## config.mk

```make
export PLATFORM = sky130hd
export DESIGN_NAME = dmem_arbiter
export DESIGN_NICKNAME = d
export VERILOG_FILES = /design/src/rtl/dmem_arbiter_pkg.sv /design/src/rtl/dmem_arbiter_rr_arb2.sv /design/src/rtl/dmem_arbiter.sv
export SDC_FILE = /design/constraint.sdc
export NUM_CORES = 1
export LEC_CHECK = 0
export BUFFER_PORTS_ARGS = -buffer_cell sky130_fd_sc_hd__buf_2
export CORE_AREA = 2 2 105 107
export DETAILED_ROUTE_END_ITERATION = 10
export DIE_AREA = 0 0 107 109
export PLACE_DENSITY = 0.87
export REMOVE_ABC_BUFFERS = 1
export SKIP_CTS_REPAIR_TIMING = 1
export SLEW_MARGIN = 20
export SYNTH_ARGS = -nofsm -noshare
export SYNTH_HDL_FRONTEND = slang
export SYNTH_SLANG_ARGS = --single-unit
```

## constraint.sdc

```tcl
create_clock -name clk -period 5.07 [get_ports clk]
set_input_delay 0.507 -clock clk [delete_from_list [all_inputs] [get_ports clk]]
set_output_delay 0.507 -clock clk [all_outputs]
set_load 0.01 [all_outputs]
```

## src/rtl/dmem_arbiter_pkg.sv

```systemverilog
// Shared definitions for the data-memory arbiter slice.
// Build option: DMEM_ARB_FIXED_PRIO_EN selects fixed priority (port 0 wins ties).
`ifndef DATA_WIDTH
`define DATA_WIDTH 32
`endif

package dmem_arbiter_pkg;

  localparam int unsigned DMEM_DEPTH = 65;

  typedef enum logic [1:0] {
    ST_IDLE   = 2'd0,
    ST_ACCESS = 2'd1,
    ST_RESP   = 2'd2
  } state_e;

endpackage

```

## src/rtl/dmem_arbiter_rr_arb2.sv

```systemverilog
// Two-way combinational arbiter: round-robin on `last`, or fixed priority to port 0
// when DMEM_ARB_FIXED_PRIO_EN is defined.
module rr_arb2 (
  input  logic req0,
  input  logic req1,
  input  logic last,
  output logic winner
);

`ifdef DMEM_ARB_FIXED_PRIO_EN
  logic unused_last;
  assign unused_last = last;

  always_comb begin
    winner = req1 & ~req0;
  end
`else
  always_comb begin
    winner = req1;
    // On a tie the port that did not win last time goes next.
    if (req0 && req1) begin
      winner = ~last;
    end
  end
`endif

endmodule

```

## src/rtl/dmem_arbiter.sv

```systemverilog
// Shares a single-port data memory between the LSU (port 0) and a debug/loader port (port 1).
// Build option: DMEM_ARB_FIXED_PRIO_EN (see rr_arb2).
module dmem_arbiter
  import dmem_arbiter_pkg::*;
#(
  parameter int unsigned DW        = `DATA_WIDTH,
  parameter int unsigned MEM_DEPTH = DMEM_DEPTH
) (
  input  logic          clk,
  input  logic          rst,
  input  logic          req0,
  input  logic          req1,
  input  logic          we0,
  input  logic          we1,
  input  logic [DW-1:0] addr0,
  input  logic [DW-1:0] addr1,
  input  logic [DW-1:0] wd0,
  input  logic [DW-1:0] wd1,
  output logic          gnt0,
  output logic          gnt1,
  output logic          done0,
  output logic          done1,
  output logic [DW-1:0] rdata,
  output logic          err,
  output logic [DW-1:0] mem_addr,
  output logic [DW-1:0] mem_wd,
  output logic          mem_we,
  output logic          mem_read,
  input  logic [DW-1:0] mem_rd
);

  state_e        state_q, state_d;
  logic          last_q;
  logic          win_q;
  logic          we_q;
  logic [DW-1:0] addr_q;
  logic [DW-1:0] wd_q;
  logic [DW-1:0] rdata_q;
  logic          gnt0_q, gnt1_q;
  logic          done0_q, done1_q;
  logic          err_q;
  logic          winner;
  logic          any_req;
  logic          addr_ok;

  rr_arb2 u_arb (
    .req0   (req0),
    .req1   (req1),
    .last   (last_q),
    .winner (winner)
  );

  assign any_req = req0 | req1;
  assign addr_ok = addr_q < DW'(MEM_DEPTH);

  always_comb begin
    state_d  = state_q;
    mem_we   = 1'b0;
    mem_read = 1'b0;
    unique case (state_q)
      ST_IDLE: begin
        if (any_req) begin
          state_d = ST_ACCESS;
        end
      end
      ST_ACCESS: begin
        state_d  = ST_RESP;
        // Gated with rst so a write caught by reset never reaches the array.
        mem_we   = addr_ok & we_q & ~rst;
        mem_read = addr_ok & ~we_q;
      end
      ST_RESP: begin
        state_d = ST_IDLE;
      end
      default: begin
        state_d = ST_IDLE;
      end
    endcase
  end

  always_ff @(posedge clk) begin
    if (rst) begin
      state_q <= ST_IDLE;
      last_q  <= 1'b1;
      win_q   <= 1'b0;
      we_q    <= 1'b0;
      addr_q  <= '0;
      wd_q    <= '0;
      rdata_q <= '0;
      gnt0_q  <= 1'b0;
      gnt1_q  <= 1'b0;
      done0_q <= 1'b0;
      done1_q <= 1'b0;
      err_q   <= 1'b0;
    end else begin
      state_q <= state_d;
      gnt0_q  <= 1'b0;
      gnt1_q  <= 1'b0;
      done0_q <= 1'b0;
      done1_q <= 1'b0;
      err_q   <= 1'b0;
      unique case (state_q)
        ST_IDLE: begin
          if (any_req) begin
            win_q  <= winner;
            last_q <= winner;
            we_q   <= winner ? we1 : we0;
            addr_q <= winner ? addr1 : addr0;
            wd_q   <= winner ? wd1 : wd0;
            gnt0_q <= ~winner;
            gnt1_q <= winner;
          end
        end
        ST_ACCESS: begin
          done0_q <= ~win_q;
          done1_q <= win_q;
          err_q   <= ~addr_ok;
          if (!addr_ok) begin
            rdata_q <= '0;
          end else if (!we_q) begin
            rdata_q <= mem_rd;
          end
        end
        default: begin
        end
      endcase
    end
  end

  assign gnt0     = gnt0_q;
  assign gnt1     = gnt1_q;
  assign done0    = done0_q;
  assign done1    = done1_q;
  assign err      = err_q;
  assign rdata    = rdata_q;
  assign mem_addr = addr_q;
  assign mem_wd   = wd_q;

endmodule
```

==> metrics.txt, run 1 <==
RSZ-0062 raised after global routing=false; clk_lat worst skew=around 0.36 ns; synth top area cells=dfxtp_1 (50%), mux2i_1 (15%), a211oi_1 (12%), a22o_1 (6.6%), nor2_1 (6.3%); slowest stage delay, CP=around 0.5 ns; largest family of logic cells by synthesized area=compound AO/OA/AOI/OAI gates; GRT met1 Usage=0.225; met2 Use GR=0.333; Comb power frac=0.217; WL/cell=14.7 um; number of H-tree levels=3; post-synth cell types=32; period utilisation layout=0.566; Worst-Margin Slew=0.753 ns; # nets final=820; Psw=about 530 uW; antenna cells=0; critical path launch point type=flop; DRT Pass-1 Iters=4; vias in the first global route=3746; power share of the clock group=0.258; CTS Buf Count=9; Netlist Area Pre-Place=0.00423 sq mm; Synth Register Bits=approximately 110; Fmax=roughly 0.35 GHz; GRT Max-Usage Layer=met2; Syn-to-layout area delta=37.6%; largest net degree at the start of global routing=72; cell family with most CP delay=simple AND/OR/NAND/NOR gates; commonest cells after routing, fill and taps aside=buf_2 (268), dfxtp_1 (106), nor2_1 (71), mux2i_1 (65), a211oi_1 (65); Switching Share=0.294; Slowest cell on crit path=nor4_1; Simple-Gate Fraction of Synth Area=0.0997; post-layout util=0.549; FILL cells=957; global route overflow=0; antenna violations before repair=0; Post-Synth XOR/XNOR Area=0; share of layout cells above drive strength 1=0.454; die area=between 0.01 and 0.015 sq mm; Synth Area in Adders=0; synthesized netlist cell count=~410; part of the Yosys area used for sequential elements=0.502; Clock Skew=about 0.011 ns; Max-Cap Viols=0; IO buf count=268; # IOs=around 270; DRC=0; Std-Cell Core Area=~0.011 sq mm; final wirelength=approximately 12000 um; Power Density=between 300 and 400 mW/mm^2; GRT met3 Usage=0.0520; maximum vdd drop=approximately 0.00018 V; Die Y=roughly 110 um; GRT Total Usage=0.193; CP arrival=between 2 and 2.5 ns; drt first-iter violations=between 150 and 200; crit path max fanout=4; share of the synthesized area in the top cell type=0.502; Buf/Inv on CP=1; hold slack=0.349 ns; Internal=about 1300 uW; most common cell after layout, fill and taps aside=buf_2; Clk pin slew, worst setup/hold paths=around 0.10 ns; relative slew slack=0.498; Starting Density=0.399; CP Capture Type=output pin; CTS Root Cell=clkbuf_8; Synth area leader=dfxtp_1; Core Rows=38; Reg power frac=0.526; Syn Area/Cell=10.4 sq um; Clock Tree Buf Depth=2; Final Setup Violations=0; Worst EP required=between 4 and 5 ns; Final Hold Viols=0; Yosys Warn Count=0; dpl cell area=0.00565 sq mm; first-pass GRT wire length=~18000 um; post-DP HPWL=between 8000 and 9000 um; max-slew violation count=0; complex-gate fraction of the synthesized area=0.203; Vias=3977; clock sink count=about 110; RePlAce Congestion=0.791; post-layout instance area=between 0.005 and 0.006 sq mm; status=complete, no violations; Tmin final=2.87 ns; WS Path Type=flop to output pin; Hold Path Class=input pin to flop; Die W=between 100 and 150 um; CTS tree=done; Leakage=around 0.0029 uW; worst-path cell chain=nor4_1, nand4_2, nor2_1, nor4b_1, buf_2; fraction of synthesized area in multiplexers=0.154; remaining antenna violation count after routing=0; DR vias/cell=4.98
[final cells by class]
type / count / area [sq um] / area share
Multi-Input combinational cell: 264 / 1960 / 0.337
Clock buffer: 10 / 138 / 0.0237
Sequential cell: 106 / 2120 / 0.365
Timing Repair Buffer: 273 / 1390 / 0.239
Tap cell: 140 / 175 / 0.0301
Clock inverter: 5 / 31.3 / 0.00538
[sequential cells by signal, summed over array words and instances (netlist names)]
register and count:
done0 1, win_q 1, gnt0 1, mem_wd 32, rdata 32, err 1
last_q 1, done1 1, mem_addr 32, state_q 2, we_q 1, gnt1 1
[per-layer routing]
metal | part of all wire | vias to the layer above
li1 | - | 2006
met2 | 0.48 | 186
met1 | 0.41 | 1764
met5 | 0 | -
met3 | 0.087 | 21
met4 | 0.022 | 0
[cells in the mapped netlist (all sizes together)]
cell type	number
o21a	1
o41ai	1
a22o	32
a21oi	2
a211oi	65
nor4b	1
nor4	6
and2	1
or2	1
nor2	71
or4	1
o31a	2
a21boi	1
a31oi	1
nor3	3
nand2b	2
or3	1
mux2i	65
nand2	2
clkbuf	20
o21ai	1
and4b	1
buf	15
dfxtp	106
nand3	1
nand4	1
or2b	1
[per-stage QoR]
step | std cells | total power, uW | setup TNS (ns) | setup slack [ns]
floorplan | 370 | 1180 | -46.22 | -0.694
global placement | 783 | 1340 | 0 | 2.52
detailed placement | 783 | 1350 | 0 | 2.48
CTS | 798 | 1810 | 0 | 2.07
global route | 798 | 1890 | 0 | 2.02
finish | 798 | 1790 | 0 | 2.20
[final timing paths]
kind	startpoint	slack, ns	depth (start not counted)	end
setup / recovery	mem_addr[31]$_SDFFE_PP0P_	2.20	5	mem_read
hold / removal	mem_rd[14]	0.35	2	rdata[14]$_SDFFE_PP0P_
hold reg to reg	win_q$_SDFFE_PP0P_	0.47	1	done0$_SDFF_PP0_
setup reg to reg	state_q[1]$_SDFFE_PP0P_	2.75	5	mem_wd[29]$_SDFFE_PP0P_
[power groups by stage]
stage          logic (uW)  clock network [uW]  registers, uW
5_1_grt               428                 514            950
3_5_place_dp          392                   0            958
6_report              387                 461            940
3_3_place_gp          381                   0            955
4_1_cts               392                 476            940
2_1_floorplan         200                   0            984
[cells by family (layout without fill, tap and decap cells)]
logic type | after synthesis | count (layout)
AND/OR/NAND/NOR | 93 | 93
flip-flops | 106 | 106
buffers and inverters | 35 | 288
multiplexers | 65 | 65
AO/OA/AOI/OAI | 106 | 106
[worst reg2reg max path: cells and delay by family (launching register included)]
kind                   cells  cell delay, ns
AOI/OAI and AO/OA          2            0.91
buffers and inverters      1            0.60
and+or+nand+nor            2            0.41
DFF                        1            0.32
(Power assumes the default switching activity.)
==> run 2, diff against run 1 <==
--- a/config.mk
+++ b/config.mk
@@ -5,10 +5,11 @@
 export SDC_FILE = /design/constraint.sdc
 export NUM_CORES = 1
 export LEC_CHECK = 0
+export ABC_AREA = 1
 export BUFFER_PORTS_ARGS = -buffer_cell sky130_fd_sc_hd__buf_2
-export CORE_AREA = 2 2 105 107
+export CORE_MARGIN = 1.5
+export CORE_UTILIZATION = 39
 export DETAILED_ROUTE_END_ITERATION = 10
-export DIE_AREA = 0 0 107 109
 export PLACE_DENSITY = 0.87
 export REMOVE_ABC_BUFFERS = 1
 export SKIP_CTS_REPAIR_TIMING = 1
==> constraint.sdc (replaced) <==
create_clock -name clk -period 2.5 [get_ports clk]
set_input_delay 0.25 -clock clk [delete_from_list [all_inputs] [get_ports clk]]
set_output_delay 0.25 -clock clk [all_outputs]
set_load 0.01 [all_outputs]
==> run 2 against run 1 <==
Non-clock buffer count up 3. Utilization up 0.46 points. Largest power group unchanged. Clock-buffer cell count rose by 1. Area after synthesis is 5.0% higher. Via count rose by 26%. Critical path depth is 2 higher. Highest routed layer unchanged. Critical endpoint is now rdata[28]$_SDFFE_PP0P_. Largest cell class unchanged. Global-route usage is 2.8 points higher. Synthesized cell count is 46% higher. Power up 130%.
==> metrics.txt, run 2 <==
status=complete, no violations (unchanged); Netlist Area Pre-Place=0.00444 sq mm (was 0.00423 sq mm); DR vias/cell=5.15 (was 4.98); Final TNS setup=0 ns (unchanged); most frequent cells after synthesis=nand2_1 (182), dfxtp_1 (106), a31oi_1 (65), o21ai_0 (65), a21oi_1 (34) (was dfxtp_1 (106), nor2_1 (71), a211oi_1 (65), mux2i_1 (65), a22o_1 (32)); WS Path Type=flop to flop (was flop to output pin); synthesized netlist cell count=592 (was 405); Worst-Margin Slew=0.719 ns (was 0.753 ns); synth top area cells=dfxtp_1 (48%), nand2_1 (15%), a31oi_1 (9.2%), o21ai_0 (7.3%), nand4_1 (4.5%) (was dfxtp_1 (50%), mux2i_1 (15%), a211oi_1 (12%), a22o_1 (6.6%), nor2_1 (6.3%)); Syn-to-layout area delta=36.9% (was 37.6%); Worst EP required=2.76 ns (was 4.56 ns); Final Hold Viols=0 (unchanged); FILL cells=1059 (was 957); vias in the first global route=4496 (was 3746); hold slack=0.169 ns (was 0.349 ns); Leakage=0.00290 uW (was 0.00286 uW); global route overflow=0 (unchanged); commonest cells after routing, fill and taps aside=buf_2 (268), nand2_1 (181), dfxtp_1 (106), o21ai_0 (65), a31oi_1 (65) (was buf_2 (268), dfxtp_1 (106), nor2_1 (71), mux2i_1 (65), a211oi_1 (65)); post-synth cell types=21 (was 32); die area=0.0120 sq mm (was 0.0117 sq mm); DRC=0 (unchanged); Synth area leader=dfxtp_1 (unchanged); Tmin final=between 1.5 and 2 ns; Comb power frac=0.199 (was 0.217); CTS tree=done (unchanged); CP arrival=2.12 ns (was 2.36 ns); # IOs=269 (unchanged); drt first-iter violations=511 (was 176); Post-Layout Cell Count=973 (was 798); Psw=1210 uW (was 526 uW); Clock Tree Buf Depth=2 (unchanged); Post-synth EDFFs=0 (unchanged); Final Setup Violations=0 (unchanged); antenna violations before repair=2 (was 0); Reg power frac=0.462 (was 0.526); critical path launch point type=flop (unchanged); Overall Power=4140 uW (was 1790 uW); clock sink count=106 (unchanged); power share of the clock group=0.339 (was 0.258); Core Rows=38 (unchanged); Switching Share=0.293 (was 0.294); post-DP HPWL=9980 um (was 8860 um); relative slew slack=0.519 (was 0.498); CTS Buf Count=9 (unchanged); # nets final=994 (was 820); final wirelength=14000 um (was 11800 um); post-layout util=0.553 (was 0.549); maximum vdd drop=0.000360 V (was 0.000180 V); GRT Total Usage=0.221 (was 0.193); IO buf count=268 (unchanged); Yosys Warn Count=0 (unchanged); crit path max fanout=33 (was 4); clk_lat worst skew=0.34 ns (was 0.36 ns); WL/cell=14.4 um (was 14.7 um); RePlAce Congestion=0.816 (was 0.791); Std-Cell Core Area=0.0110 sq mm (was 0.0106 sq mm); RSZ-0062 raised after global routing=false (unchanged); share of the synthesized area in the top cell type=0.478 (was 0.502); fraction of registers with async set/reset=0 (unchanged); share of layout cells above drive strength 1=0.361 (was 0.454); Power Density=681 mW/mm^2 (was 307 mW/mm^2); Syn Area/Cell=7.50 sq um (was 10.4 sq um); Internal=2930 uW (was 1260 uW); Fmax=around 0.54 GHz; Hold Path Class=input pin to flop (unchanged); part of the Yosys area used for sequential elements=0.478 (was 0.502); Max-Cap Viols=0 (unchanged); placed cell count=957 (was 783); max-slew violation count=0 (unchanged); CTS Root Cell=clkbuf_16 (was clkbuf_8); period utilisation layout=0.746; Post-synth top flop=dfxtp_1 (unchanged); count leader, synth=nand2_1 (was dfxtp_1); most common cell after layout, fill and taps aside=buf_2 (unchanged); number of H-tree levels=3 (unchanged); Synth Register Bits=106 (unchanged); first-pass GRT wire length=20900 um (was 17800 um); Starting Density=0.404 (was 0.399); Clock Skew=0.00712 ns (was 0.0115 ns); CP Capture Type=flop (was output pin); Clk pin slew, worst setup/hold paths=0.07 ns (was 0.10 ns); Die Y=110 um (was 109 um); remaining antenna violation count after routing=0 (unchanged); Die W=110 um (was 107 um); Vias=5012 (was 3977); largest net degree at the start of global routing=131 (was 72); DRT Pass-1 Iters=5 (was 4)
-- run 2: cell types whose count changed after synthesis, moves of 41 or more --
cell | before | now
a211oi_1 | 65 | 0
a31oi_1 | 1 | 65
mux2i_1 | 65 | 0
nand2_1 | 2 | 182
nor2_1 | 71 | 30
o21ai_0 | 1 | 65
-- run 2: critical path, cell delays in order, from the launching register on --
cell     delay [ns]
dfxtp_1        0.32
nor2_1         0.12
nand2_1        0.09
nor2_1         0.16
nand3_2        0.13
nor2_4         0.57
nand4_1        0.18
a21oi_1        0.22
-- run 2: layer usage --
metal / vias to the layer above / wire [um] / share of wire / global-route usage
met5: - / 0 / 0 / 0
met4: 0 / 354 / 0.025 / 0.0826
met3: 29 / 1300 / 0.093 / 0.0735
met2: 235 / 6750 / 0.48 / 0.384
met1: 2254 / 5630 / 0.40 / 0.250
li1: 2494 / - / - / -
-- run 2: stage by stage --
step	cell area [sq um]	worst slack (ns)
2_1_floorplan	4170	-0.441
3_3_place_gp	5790	0.705
3_5_place_dp	5790	0.623
6_report	6080	0.634
5_1_grt	6080	0.437
4_1_cts	6070	0.578
-- run 2: cell families after synthesis --
kind of cell    count (synthesis)  synth area share
simple gates                  256             0.244
flops                         106             0.478
buf+inv                        65            0.0725
compound gates                165             0.205
-- run 2: path summary, 6_finish.rpt --
kind	start	end	slack, ns	cells past startpoint
setup / recovery	mem_addr[14]$_SDFFE_PP0P_	rdata[28]$_SDFFE_PP0P_	0.63	7
hold / removal	wd0[4]	mem_wd[4]$_SDFFE_PP0P_	0.17	3
setup reg to reg	mem_addr[14]$_SDFFE_PP0P_	rdata[28]$_SDFFE_PP0P_	0.63	7
hold reg to reg	rdata[30]$_SDFFE_PP0P_	rdata[30]$_SDFFE_PP0P_	0.46	2
-- run 2: final cells by class --
| type | instances | area (sq um) | share of cell area |
|---|---|---|---|
| clock inverters | 4 | 53.8 | 0.00886 |
| diodes | 1 | 2.50 | 0.000412 |
| well taps | 140 | 175 | 0.0288 |
| clock buffers | 11 | 233 | 0.0383 |
| repair buffers | 276 | 1440 | 0.237 |
| multi-input cells | 421 | 2000 | 0.329 |
| inverters | 14 | 53.8 | 0.00886 |
| flip-flops and latches | 106 | 2120 | 0.349 |
-- run 2: power groups by stage --
stage / sequential (uW) / combinational [uW] / clock (uW)
2_1_floorplan: 2000 / 359 / 0
3_3_place_gp: 1940 / 820 / 0
3_5_place_dp: 1950 / 827 / 0
4_1_cts: 1910 / 828 / 1430
5_1_grt: 1930 / 919 / 1500
6_report: 1910 / 825 / 1400
==> run 3, diff against run 2 <==
--- a/config.mk
+++ b/config.mk
@@ -8,9 +8,9 @@
 export ABC_AREA = 1
 export BUFFER_PORTS_ARGS = -buffer_cell sky130_fd_sc_hd__buf_2
 export CORE_MARGIN = 1.5
-export CORE_UTILIZATION = 39
+export CORE_UTILIZATION = 43
 export DETAILED_ROUTE_END_ITERATION = 10
-export PLACE_DENSITY = 0.87
+export PLACE_DENSITY = 0.91
 export REMOVE_ABC_BUFFERS = 1
 export SKIP_CTS_REPAIR_TIMING = 1
 export SLEW_MARGIN = 20
==> constraint.sdc (replaced) <==
create_clock -name clk -period 1.8 [get_ports clk]
set_input_delay 0.18 -clock clk [delete_from_list [all_inputs] [get_ports clk]]
set_output_delay 0.18 -clock clk [all_outputs]
set_load 0.01 [all_outputs]
==> run 3 against run 2 <==
Hold slack worse by 0.097 ns. First-iteration DRC count up 2.0%. Highest routed layer unchanged. Final area up 0.68%. Global-route usage up 2.4 points.
==> metrics.txt, run 3 (synthesis results as in run 2) <==
status=complete, no violations (unchanged); period utilisation layout=0.949; Post-Layout Cell Count=976 (was 973); Setup Slack @ Placement=0.185 ns (was 0.623 ns); Syn-to-layout area delta=37.8% (was 36.9%); Worst-Margin Slew=0.367 ns (was 0.719 ns); Std-Cell Core Area=0.00991 sq mm (was 0.0110 sq mm); Overall Power=5330 uW (was 4140 uW); Clock Tree Buf Depth=2 (unchanged); RSZ-0062 raised after global routing=true (was false); met1 wire length=5480 um (was 5630 um); Clock Skew=0.00951 ns (was 0.00712 ns); # IOs=269 (unchanged); Leakage=0.00291 uW (was 0.00290 uW); final wirelength=14200 um (was 14000 um); RePlAce Congestion=0.810 (was 0.816); GRT Total Usage=0.245 (was 0.221); clock sink count=106 (unchanged); CP arrival=1.53 ns (was 2.12 ns); Worst EP required=1.62 ns (was 2.76 ns); DR top layer=met4 (unchanged); WL/cell=14.5 um (was 14.4 um); largest net degree at the start of global routing=71 (was 131); antenna violations before repair=3 (was 2); vias in the first global route=4555 (was 4496); WS Path Type=flop to output pin (was flop to flop); Die Y=105 um (was 110 um); post-layout instance area=0.00612 sq mm (was 0.00608 sq mm); max-slew violation count=0 (unchanged); commonest cells after routing, fill and taps aside=buf_2 (268), nand2_1 (176), dfxtp_1 (97), o21ai_0 (65), a31oi_1 (65) (was buf_2 (268), nand2_1 (181), dfxtp_1 (106), o21ai_0 (65), a31oi_1 (65)); crit path max fanout=3 (was 33); DRC=0 (unchanged); dpl cell area=0.00581 sq mm (was 0.00579 sq mm); Power Density=871 mW/mm^2 (was 681 mW/mm^2); Final Setup Violations=0 (unchanged); IO buf count=268 (unchanged); Core Rows=36 (was 38); Die W=105 um (was 110 um); Starting Density=0.448 (was 0.404); Max-Cap Viols=0 (unchanged); critical path launch point type=flop (unchanged); Tmin final=about 1.7 ns; CTS Buf Count=9 (unchanged); final setup margin=0.0920 ns (was 0.634 ns); global route overflow=0 (unchanged); maximum vdd drop=0.000523 V (was 0.000360 V); CTS tree=done (unchanged); Clk pin slew, worst setup/hold paths=0.10 ns (was 0.07 ns); share of layout cells above drive strength 1=0.400 (was 0.361); Hold Path Class=input pin to flop (unchanged); post-layout util=0.617 (was 0.553); remaining antenna violation count after routing=0 (unchanged); DRT Pass-1 Iters=5 (unchanged); Vias=5143 (was 5012); placed cell count=953 (was 957); CP Capture Type=output pin (was flop); die area=0.0109 sq mm (was 0.0120 sq mm); clk_lat worst skew=0.35 ns (was 0.34 ns); Final Hold Viols=0 (unchanged); DR vias/cell=5.27 (was 5.15); metal3 WL=1220 um (was 1300 um); number of H-tree levels=3 (unchanged); most common cell after layout, fill and taps aside=buf_2 (unchanged); Fmax=between 0.5 and 0.6 GHz; # nets final=1001 (was 994); first-pass GRT wire length=21900 um (was 20900 um); routed wl met2=7090 um (was 6750 um); post-DP HPWL=10000 um (was 9980 um); relative slew slack=0.755 (was 0.519); CTS Root Cell=clkbuf_8 (was clkbuf_16); drt first-iter violations=521 (was 511)
-- run 3: cell types whose count changed in the layout (fill, tap and decap cells not counted), sizes merged --
cell / change
buf: +7
clkbuf: +1
clkinv: -1
clkinvlp: +1
diode: +2
-- run 3: power breakdown --
group          total (uW)  internal [uW]  switching, uW
sequential           2670           2540            132
clock                1450            647            807
combinational        1200            489            714
total                5330           3670           1650
-- run 3: metal layers --
metal  global-route usage  vias to the layer above
li1                     -                     2519
met1                0.290                     2342
met2                0.424                      255
met3               0.0574                       27
met4                0.103                        0
met5                    0                        -
-- run 3: worst max-delay path, stage by stage (launching register included) --
cell and delay [ns]:
dfxtp_1 0.35, nor2_2 0.12, nand2_2 0.09, nor2_2 0.10, nand2_1 0.06, nor2_2 0.09, nand3_2 0.11, nor2_1 0.11
buf_2 0.14
-- run 3: cell type report --
type,count,area (sq um)
Fill cell,920,3790
Sequential cell,106,2130
Multi-Input combinational cell,421,2060
Timing Repair Buffer,283,1500
Tap cell,133,166
Clock buffer,12,135
Inverter,14,53.8
Clock inverter,4,52.6
Antenna cell,3,7.51
-- run 3: path summary, 6_finish.rpt --
check                            start                  endpoint  slack, ns  cells after the start
max reg2reg  mem_addr[15]$_SDFFE_PP0P_     rdata[2]$_SDFFE_PP0P_       0.24                      9
min                           addr0[7]  mem_addr[7]$_SDFFE_PP0P_       0.07                      3
min reg2reg     rdata[15]$_SDFFE_PP0P_    rdata[15]$_SDFFE_PP0P_       0.46                      2
max          mem_addr[15]$_SDFFE_PP0P_                    mem_we       0.09                      8
-- run 3: through the flow --
step / hold slack [ns] / TNS (ns)
after floorplan: 0.249 / -76.20
after global placement: 0.435 / 0
after detailed placement: 0.445 / 0
after CTS: 0.0532 / -0.0221
after global routing: 0.0603 / -0.0488
final: 0.0717 / 0
